==> src/rtl/alu_rsv_station_pkg.sv <==
// Shared types for the ALU reservation station: renamed instruction packet,
// station entry layout and a reference ALU evaluation helper.
package alu_rsv_station_pkg;

   localparam int unsigned XLEN      = 32;
   localparam int unsigned PREG_W    = 6;
   localparam int unsigned ROB_IDX_W = 4;

   typedef enum logic [3:0] {
      AluAdd,
      AluSub,
      AluAnd,
      AluOr,
      AluXor,
      AluSll,
      AluSrl,
      AluSra,
      AluSlt,
      AluSltu
   } alu_op_t;

   // Renamed ALU instruction; rsX_data is meaningful once the matching ready bit is set.
   typedef struct packed {
      alu_op_t               alu_op;
      logic                  uses_rs1;
      logic                  uses_rs2;
      logic                  use_imm;
      logic [PREG_W-1:0]     rs1_ps;
      logic [PREG_W-1:0]     rs2_ps;
      logic [PREG_W-1:0]     pd;
      logic [ROB_IDX_W-1:0]  rob_id;
      logic [XLEN-1:0]       imm;
      logic [XLEN-1:0]       rs1_data;
      logic [XLEN-1:0]       rs2_data;
   } instr_pkt;

   typedef struct packed {
      logic     valid;
      logic     rs1_rdy;
      logic     rs2_rdy;
      instr_pkt pkt;
   } rs_entry_t;

   // Combinational ALU result for a packet with resolved operands.
   function automatic logic [XLEN-1:0] alu_eval(instr_pkt p);
      logic [XLEN-1:0] a;
      logic [XLEN-1:0] b;
      logic [XLEN-1:0] r;
      a = p.rs1_data;
      b = p.use_imm ? p.imm : p.rs2_data;
      case (p.alu_op)
         AluAdd:  r = a + b;
         AluSub:  r = a - b;
         AluAnd:  r = a & b;
         AluOr:   r = a | b;
         AluXor:  r = a ^ b;
         AluSll:  r = a << b[4:0];
         AluSrl:  r = a >> b[4:0];
         AluSra:  r = $signed(a) >>> b[4:0];
         AluSlt:  r = {{(XLEN-1){1'b0}}, ($signed(a) < $signed(b))};
         AluSltu: r = {{(XLEN-1){1'b0}}, (a < b)};
         default: r = '0;
      endcase
      return r;
   endfunction

endpackage

==> src/rtl/alu_rsv_station_age_select.sv <==
// Age matrix plus oldest-ready picker, shared by the reservation stations.
// age[i][j] = 1 means entry i is older than entry j.
module rs_age_select #(
   parameter int unsigned DEPTH = 4,
   parameter int unsigned IDX_W = 2
) (
   input  logic             clk,
   input  logic             rst,
   input  logic             flush,
   input  logic             alloc,
   input  logic [IDX_W-1:0] alloc_idx,
   input  logic [DEPTH-1:0] entry_valid,
   input  logic [DEPTH-1:0] req,
   output logic             grant_valid,
   output logic [IDX_W-1:0] grant_idx
);

   logic [DEPTH-1:0][DEPTH-1:0] age_q;
   logic [DEPTH-1:0][DEPTH-1:0] age_d;
   logic [DEPTH-1:0]            blocked;
   logic [DEPTH-1:0]            grant_oh;

   // New entry is younger than everything currently held.
   always_comb begin
      age_d = age_q;
      if (alloc) begin
         for (int unsigned i = 0; i < DEPTH; i++) begin
            age_d[alloc_idx][i] = 1'b0;
            if ((IDX_W'(i) != alloc_idx) && entry_valid[i]) begin
               age_d[i][alloc_idx] = 1'b1;
            end
         end
      end
   end

   // Age matrix state; flush forgets all ordering.
   always_ff @(posedge clk or negedge rst) begin
      if (!rst) begin
         age_q <= '0;
      end else if (flush) begin
         age_q <= '0;
      end else begin
         age_q <= age_d;
      end
   end

   // A requester is blocked if any other requester is older; valid entries form a total order.
   always_comb begin
      blocked = '0;
      for (int unsigned i = 0; i < DEPTH; i++) begin
         for (int unsigned j = 0; j < DEPTH; j++) begin
            if ((i != j) && req[j] && age_q[j][i]) begin
               blocked[i] = 1'b1;
            end
         end
      end
      grant_oh = req & ~blocked;
   end

   // Encode the (one-hot) winner.
   always_comb begin
      grant_idx = '0;
      for (int i = int'(DEPTH) - 1; i >= 0; i--) begin
         if (grant_oh[i]) begin
            grant_idx = IDX_W'(i);
         end
      end
      grant_valid = |grant_oh;
   end

endmodule

==> src/rtl/alu_rsv_station.sv <==
// ALU reservation station: holds renamed instructions until both operands
// arrive over the CDB, then moves the oldest ready one into the issue slot.
module alu_rsv_station
   import alu_rsv_station_pkg::*;
#(
   parameter int unsigned DEPTH = 4
) (
   input  logic              clk,
   input  logic              rst,
   input  logic              flush,
   input  logic              disp_valid,
   input  instr_pkt          disp_pkt,
   input  logic              disp_rs1_rdy,
   input  logic              disp_rs2_rdy,
   output logic              disp_ready,
   input  logic              cdb_valid,
   input  logic [PREG_W-1:0] cdb_pd,
   input  logic [XLEN-1:0]   cdb_data,
   output logic              issue_valid,
   output instr_pkt          issue_pkt,
   input  logic              issue_ready
);

   localparam int unsigned IDX_W = (DEPTH > 1) ? $clog2(DEPTH) : 1;

   rs_entry_t        entries_q [DEPTH];
   rs_entry_t        entries_d [DEPTH];
   rs_entry_t        disp_entry;
   logic [DEPTH-1:0] entry_valid;
   logic [DEPTH-1:0] entry_ready;
   logic [IDX_W-1:0] free_idx;
   logic [IDX_W-1:0] grant_idx;
   logic             grant_valid;
   logic             disp_fire;
   logic             issue_adv;
   logic             issue_take;
   logic             cdb_wake;
   logic             rs1_hit;
   logic             rs2_hit;
   logic             issue_valid_q;
   instr_pkt         issue_pkt_q;

   // Tag 0 is the hardwired zero register and never broadcasts a wakeup.
   assign cdb_wake = cdb_valid & (cdb_pd != '0);

   // Per-entry status from registered state only.
   always_comb begin
      entry_valid = '0;
      entry_ready = '0;
      for (int unsigned i = 0; i < DEPTH; i++) begin
         entry_valid[i] = entries_q[i].valid;
         entry_ready[i] = entries_q[i].valid & entries_q[i].rs1_rdy & entries_q[i].rs2_rdy;
      end
   end

   // Lowest-index free entry.
   always_comb begin
      free_idx = '0;
      for (int i = int'(DEPTH) - 1; i >= 0; i--) begin
         if (!entries_q[i].valid) begin
            free_idx = IDX_W'(i);
         end
      end
   end

   assign disp_ready = ~&entry_valid;
   assign disp_fire  = disp_valid & disp_ready;
   assign issue_adv  = ~issue_valid_q | issue_ready;
   assign issue_take = issue_adv & grant_valid;

   assign rs1_hit = cdb_wake & disp_pkt.uses_rs1 & (cdb_pd == disp_pkt.rs1_ps);
   assign rs2_hit = cdb_wake & disp_pkt.uses_rs2 & (cdb_pd == disp_pkt.rs2_ps);

   // Incoming entry, with same-cycle CDB bypass into the operand fields.
   always_comb begin
      disp_entry         = '0;
      disp_entry.valid   = 1'b1;
      disp_entry.pkt     = disp_pkt;
      disp_entry.rs1_rdy = ~disp_pkt.uses_rs1 | (disp_pkt.rs1_ps == '0) | disp_rs1_rdy | rs1_hit;
      disp_entry.rs2_rdy = ~disp_pkt.uses_rs2 | (disp_pkt.rs2_ps == '0) | disp_rs2_rdy | rs2_hit;
      if (rs1_hit) begin
         disp_entry.pkt.rs1_data = cdb_data;
      end
      if (rs2_hit) begin
         disp_entry.pkt.rs2_data = cdb_data;
      end
   end

   // Next-state of the entry array: wakeup, free on issue, write on dispatch.
   always_comb begin
      for (int unsigned i = 0; i < DEPTH; i++) begin
         entries_d[i] = entries_q[i];
         if (entries_q[i].valid && cdb_wake) begin
            if (!entries_q[i].rs1_rdy && (cdb_pd == entries_q[i].pkt.rs1_ps)) begin
               entries_d[i].rs1_rdy      = 1'b1;
               entries_d[i].pkt.rs1_data = cdb_data;
            end
            if (!entries_q[i].rs2_rdy && (cdb_pd == entries_q[i].pkt.rs2_ps)) begin
               entries_d[i].rs2_rdy      = 1'b1;
               entries_d[i].pkt.rs2_data = cdb_data;
            end
         end
         if (issue_take && (grant_idx == IDX_W'(i))) begin
            entries_d[i].valid = 1'b0;
         end
         // Dispatch targets a free entry, so it never collides with the issuing one.
         if (disp_fire && (free_idx == IDX_W'(i))) begin
            entries_d[i] = disp_entry;
         end
      end
   end

   // Entry array state; flush only needs to drop the valid bits.
   always_ff @(posedge clk or negedge rst) begin
      if (!rst) begin
         for (int unsigned i = 0; i < DEPTH; i++) begin
            entries_q[i] <= '0;
         end
      end else if (flush) begin
         for (int unsigned i = 0; i < DEPTH; i++) begin
            entries_q[i].valid <= 1'b0;
         end
      end else begin
         for (int unsigned i = 0; i < DEPTH; i++) begin
            entries_q[i] <= entries_d[i];
         end
      end
   end

   // Issue slot: advances when empty or drained, otherwise holds its packet.
   always_ff @(posedge clk or negedge rst) begin
      if (!rst) begin
         issue_valid_q <= 1'b0;
         issue_pkt_q   <= '0;
      end else if (flush) begin
         issue_valid_q <= 1'b0;
      end else if (issue_adv) begin
         issue_valid_q <= grant_valid;
         if (grant_valid) begin
            issue_pkt_q <= entries_q[grant_idx].pkt;
         end
      end
   end

   assign issue_valid = issue_valid_q;
   assign issue_pkt   = issue_pkt_q;

   rs_age_select #(
      .DEPTH (DEPTH),
      .IDX_W (IDX_W)
   ) u_age_select (
      .clk         (clk),
      .rst         (rst),
      .flush       (flush),
      .alloc       (disp_fire),
      .alloc_idx   (free_idx),
      .entry_valid (entry_valid),
      .req         (entry_ready),
      .grant_valid (grant_valid),
      .grant_idx   (grant_idx)
   );

endmodule

==> config.mk <==
export PLATFORM = sky130hd
export DESIGN_NAME = alu_rsv_station
export DESIGN_NICKNAME = d
export VERILOG_FILES = /design/src/rtl/alu_rsv_station_pkg.sv /design/src/rtl/alu_rsv_station_age_select.sv /design/src/rtl/alu_rsv_station.sv
export SDC_FILE = /design/constraint.sdc
export NUM_CORES = 1
export LEC_CHECK = 0
export CAP_MARGIN = 30
export CORE_ASPECT_RATIO = 1.2
export CORE_MARGIN = 1
export CORE_UTILIZATION = 26
export DETAILED_ROUTE_END_ITERATION = 8
export GPL_TIMING_DRIVEN = 1
export SYNTH_ARGS = -nofsm -noshare
export SYNTH_HDL_FRONTEND = slang
export SYNTH_HIERARCHICAL = 1
export SYNTH_SLANG_ARGS = --single-unit
==> constraint.sdc <==
create_clock -name clk -period 4.29 [get_ports clk]
set_clock_uncertainty 0.2 [all_clocks]
set_input_delay 0.6435 -clock clk [delete_from_list [all_inputs] [get_ports clk]]
set_output_delay 0.6435 -clock clk [all_outputs]
set_load 0.01 [all_outputs]
==> results.md <==
- Most area-consuming cells after synthesis: dfrtp_1 (52%), mux2_2 (19%), mux4_2 (9.0%)
- GP Congestion: 0.778
- Post-cts gate resize count: 0
- Filler instances: 11.6k
- Setup CP Type: reg -> reg
- Cell area after layout: 39400 um2
- Core ar.: 118000 um2
- Routed vias: 20.2k
- Max Freq: 286 MHz
- Routed len/inst: 22.0 um
- Yosys top cell by area: dfrtp_1
- Synth cell types: 56
- Maximum root-to-sink buffer count: 3
- PwrDens: 499 nW/um2
- Global-route wire length before repair: 144000 um
- Final ANT Viol Nets: 0
- Number of synthesized register bits: 650
- HPWL Detailed: 61100 um
- Crit share post-route: 81.5%
- DRC: 0
- Pre-antenna DRT Iters: 7
- Die X: 318 um
- Die Y: 381 um
- Post-synthesis async set-or-reset flop share: 100%
- CP arrival: 3.83 ns
- Synthesized area: 31200 um2
- Register Area: 16300 um2
- Crit Path Max Fanout: 28
- Multi-input logic area: 14500 um2
- Post-synth top area share: 52.1%
- Initial antenna violation count: 21
- Nets: 2869
- Syn_nets: 2566
- Required time of the critical path: 4.62 ns
- CTS H-tree depth: 3
- Element type at the critical path start: register
- EDFF count, synth: 0
- P_int: 14.2 mW
- Leakage power: 17.0 nW
- Vias in the first global route: 21.5k
- Layout cell share with drive strength beyond 1: 32.6%
- Max_cap viols: 0
- Placed Area: 36800 um2
- Reg clk slew, reported paths: 0.06 ns
- Post-Syn Instances: 2395
- Num ports: 298
- Slew Viols, Final: 0
- Finished Layout Cells: 4298
- Switch Pwr: 5.43 mW
- Slew @ Worst Pin: 0.843 ns
- Sink Count: 650
- Final setup fails: 0
- Endpoints failing hold: 0
- I/O Buffers: 297
- Hold/Removal Path Class: reg -> reg
- Starting Density: 26.3%
- RSZ-0062 raised after global routing: no
- Grt total ovfl: 0
- Total design power: 19.7 mW
- Prevailing post-synth register cell: dfrtp_1
- Synth warnings: 6
- Initial detailed-routing violation count: 1060
- Seq/Total Area, Yosys: 52.1%
- Site Rows: 138
- Wirelength, routed: 94500 um
- Clk pwr share: 34.8%
- Headroom to the max-slew limit: 43.5%
- Seq pwr share: 42.4%
- Fin Setup TNS: 0 ns
- CTS tree: built
- GRT Total Usage: 15.7%
- Placed cells: 4157
- CTS buffer count: 77
- Critical path endpoint category: register
- Peak VDD IR: 0.000396 V
- Core Util, Final: 33.3%
- Worst-Skew Late Latency: 0.66 ns
- Status: completed
- Mapped Avg Cell Area: 13.0 um2
- Synth-to-Final Area Change: 26.4%
- CTS Root Buffer Type: clkbuf_16
- Min Tclk post-route: 3.50 ns
- Sw frac: 27.6%
- Area of the die: 121000 um2
- Largest net degree at the start of global routing: 108
- Vias/cell: 4.70
- Logic pwr share: 22.8%
[area by class of cell]
class                   count  area share [%]
multi-input cells        1587            36.8
repair buffers            375            10.3
clock inverters            29           0.952
well taps                1540            4.89
inverters                   7          0.0666
flip-flops and latches    650            41.3
clock buffers             106            5.68
diodes                      4          0.0254
[per-stage QoR]
stage / setup slack [ns] / hold slack (ns)
final: 0.793 / 0.269
after global routing: 0.654 / 0.288
after CTS: 0.783 / 0.273
after detailed placement: 0.285 / 0.259
after global placement: 0.0683 / 0.253
after floorplan: 0.890 / 0.148
[power by group through the flow]
stage | Combinational (mW) | Clock [mW] | Sequential, mW
6_report | 4.49 | 6.84 | 8.35
5_1_grt | 4.87 | 7.29 | 8.55
4_1_cts | 4.58 | 7.07 | 8.37
3_5_place_dp | 4.55 | 0 | 8.46
3_3_place_gp | 4.49 | 0 | 8.42
2_1_floorplan | 2.02 | 0 | 8.47
[synth_stat cells (all sizes together) (2+ instances only)]
cell    number
and3         6
a211oi       5
xnor2       27
and2b        2
o31ai        4
a21boi       2
o22a         6
nand2      567
a31oi        8
nand3        5
a21oi       15
mux4       125
nor4         9
nand4       10
o21ai       11
a221oi       2
o21bai       2
and3b        2
o32a         2
inv          7
nor2        12
or2          2
nand4b       2
or4          2
xor2        33
mux2       698
dfrtp      650
nand2b       3
a22oi        6
nor3         6
buf         80
clkbuf      71
[critical path: stages (launching register included)]
cell      delay (ns)
dfrtp_1         0.52
and3_1          0.27
a22oi_1         0.39
nand2_1         0.19
a211oi_4        0.32
buf_12          0.31
buf_12          0.29
mux4_2          0.56
mux2_2          0.27
[sequential cells by signal, indices dropped and copies added, names as in the netlist]
| register | cells |
|---|---|
| entries_q | 512 |
| u_age_select/age_q | 12 |
| issue_valid | 1 |
| issue_pkt | 125 |
[cell usage in the layout (no fill, tap or decap), types with 3 or more instances in the layout]
cell type        synthesis  routed
dfrtp_1                650     650
nand2_1                567     565
mux2_2                 537     537
clkdlybuf4s50_1          0     296
mux2_1                 161     161
mux4_2                 125     125
clkbuf_16                0      79
buf_4                    3      39
buf_12                   0      35
xor2_1                  33      33
xnor2_1                 27      27
clkbuf_8                 0      16
a21oi_1                 15      14
clkinv_2                 0      12
clkbuf_1                71      11
nand4_1                 10      10
nor4_1                   9       9
inv_1                    7       7
nor2_1                  12       7
bufinv_16                0       7
o22a_1                   6       6
and3_1                   5       5
nor2_4                   0       5
o21ai_4                  0       5
nor3_1                   5       5
diode_2                  0       4
o31ai_4                  1       4
nand3_1                  5       4
a31oi_4                  0       4
o21ai_0                  4       4
clkinvlp_4               0       4
a22oi_1                  6       4
a31oi_1                  5       4
nand2b_1                 3       3
clkinv_4                 0       3
buf_16                   0       3
a211oi_1                 5       3
[kinds of logic (layout without fill, tap and decap cells)]
logic type / count (synthesis) / in the layout / synth area share, %
AO/OA/AOI/OAI: 70 / 70 / 1.66
XOR/XNOR: 60 / 60 / 1.68
buffers and inverters: 158 / 517 / 2.17
flip-flops: 650 / 650 / 52.1
multiplexers: 823 / 823 / 34.2
other: 0 / 4 / 0
AND/OR/NAND/NOR: 634 / 634 / 8.12
[per-layer routing]
layer	vias up	wire length, um	GRT usage [%]
li1	9115	-	-
met1	10500	40000	19.8
met2	498	45700	26.1
met3	125	7060	4.67
met4	22	1560	3.90
met5	-	144	0
[final timing paths]
path	startpoint	to	slack, ns	cells past startpoint
min in group asynchronous	rst	entries_q[298]$_DFFE_PN0P_	0.36	2
max reg2reg	entries_q[127]$_DFFE_PN0P_	issue_pkt[70]$_DFFE_PN0P_	0.79	8
min	entries_q[474]$_DFFE_PN0P_	entries_q[474]$_DFFE_PN0P_	0.27	2
min reg2reg	entries_q[474]$_DFFE_PN0P_	entries_q[474]$_DFFE_PN0P_	0.27	2
max	entries_q[127]$_DFFE_PN0P_	issue_pkt[70]$_DFFE_PN0P_	0.79	8
max in group asynchronous	rst	entries_q[61]$_DFFE_PN0P_	2.47	4
[what timing repair did]
action                    4_1_cts  5_1_grt
hold endpoints to repair       53        0
buffers inserted                0        0
hold buffers                    1        0
No activity file was read; power rests on OpenSTA's default activity.
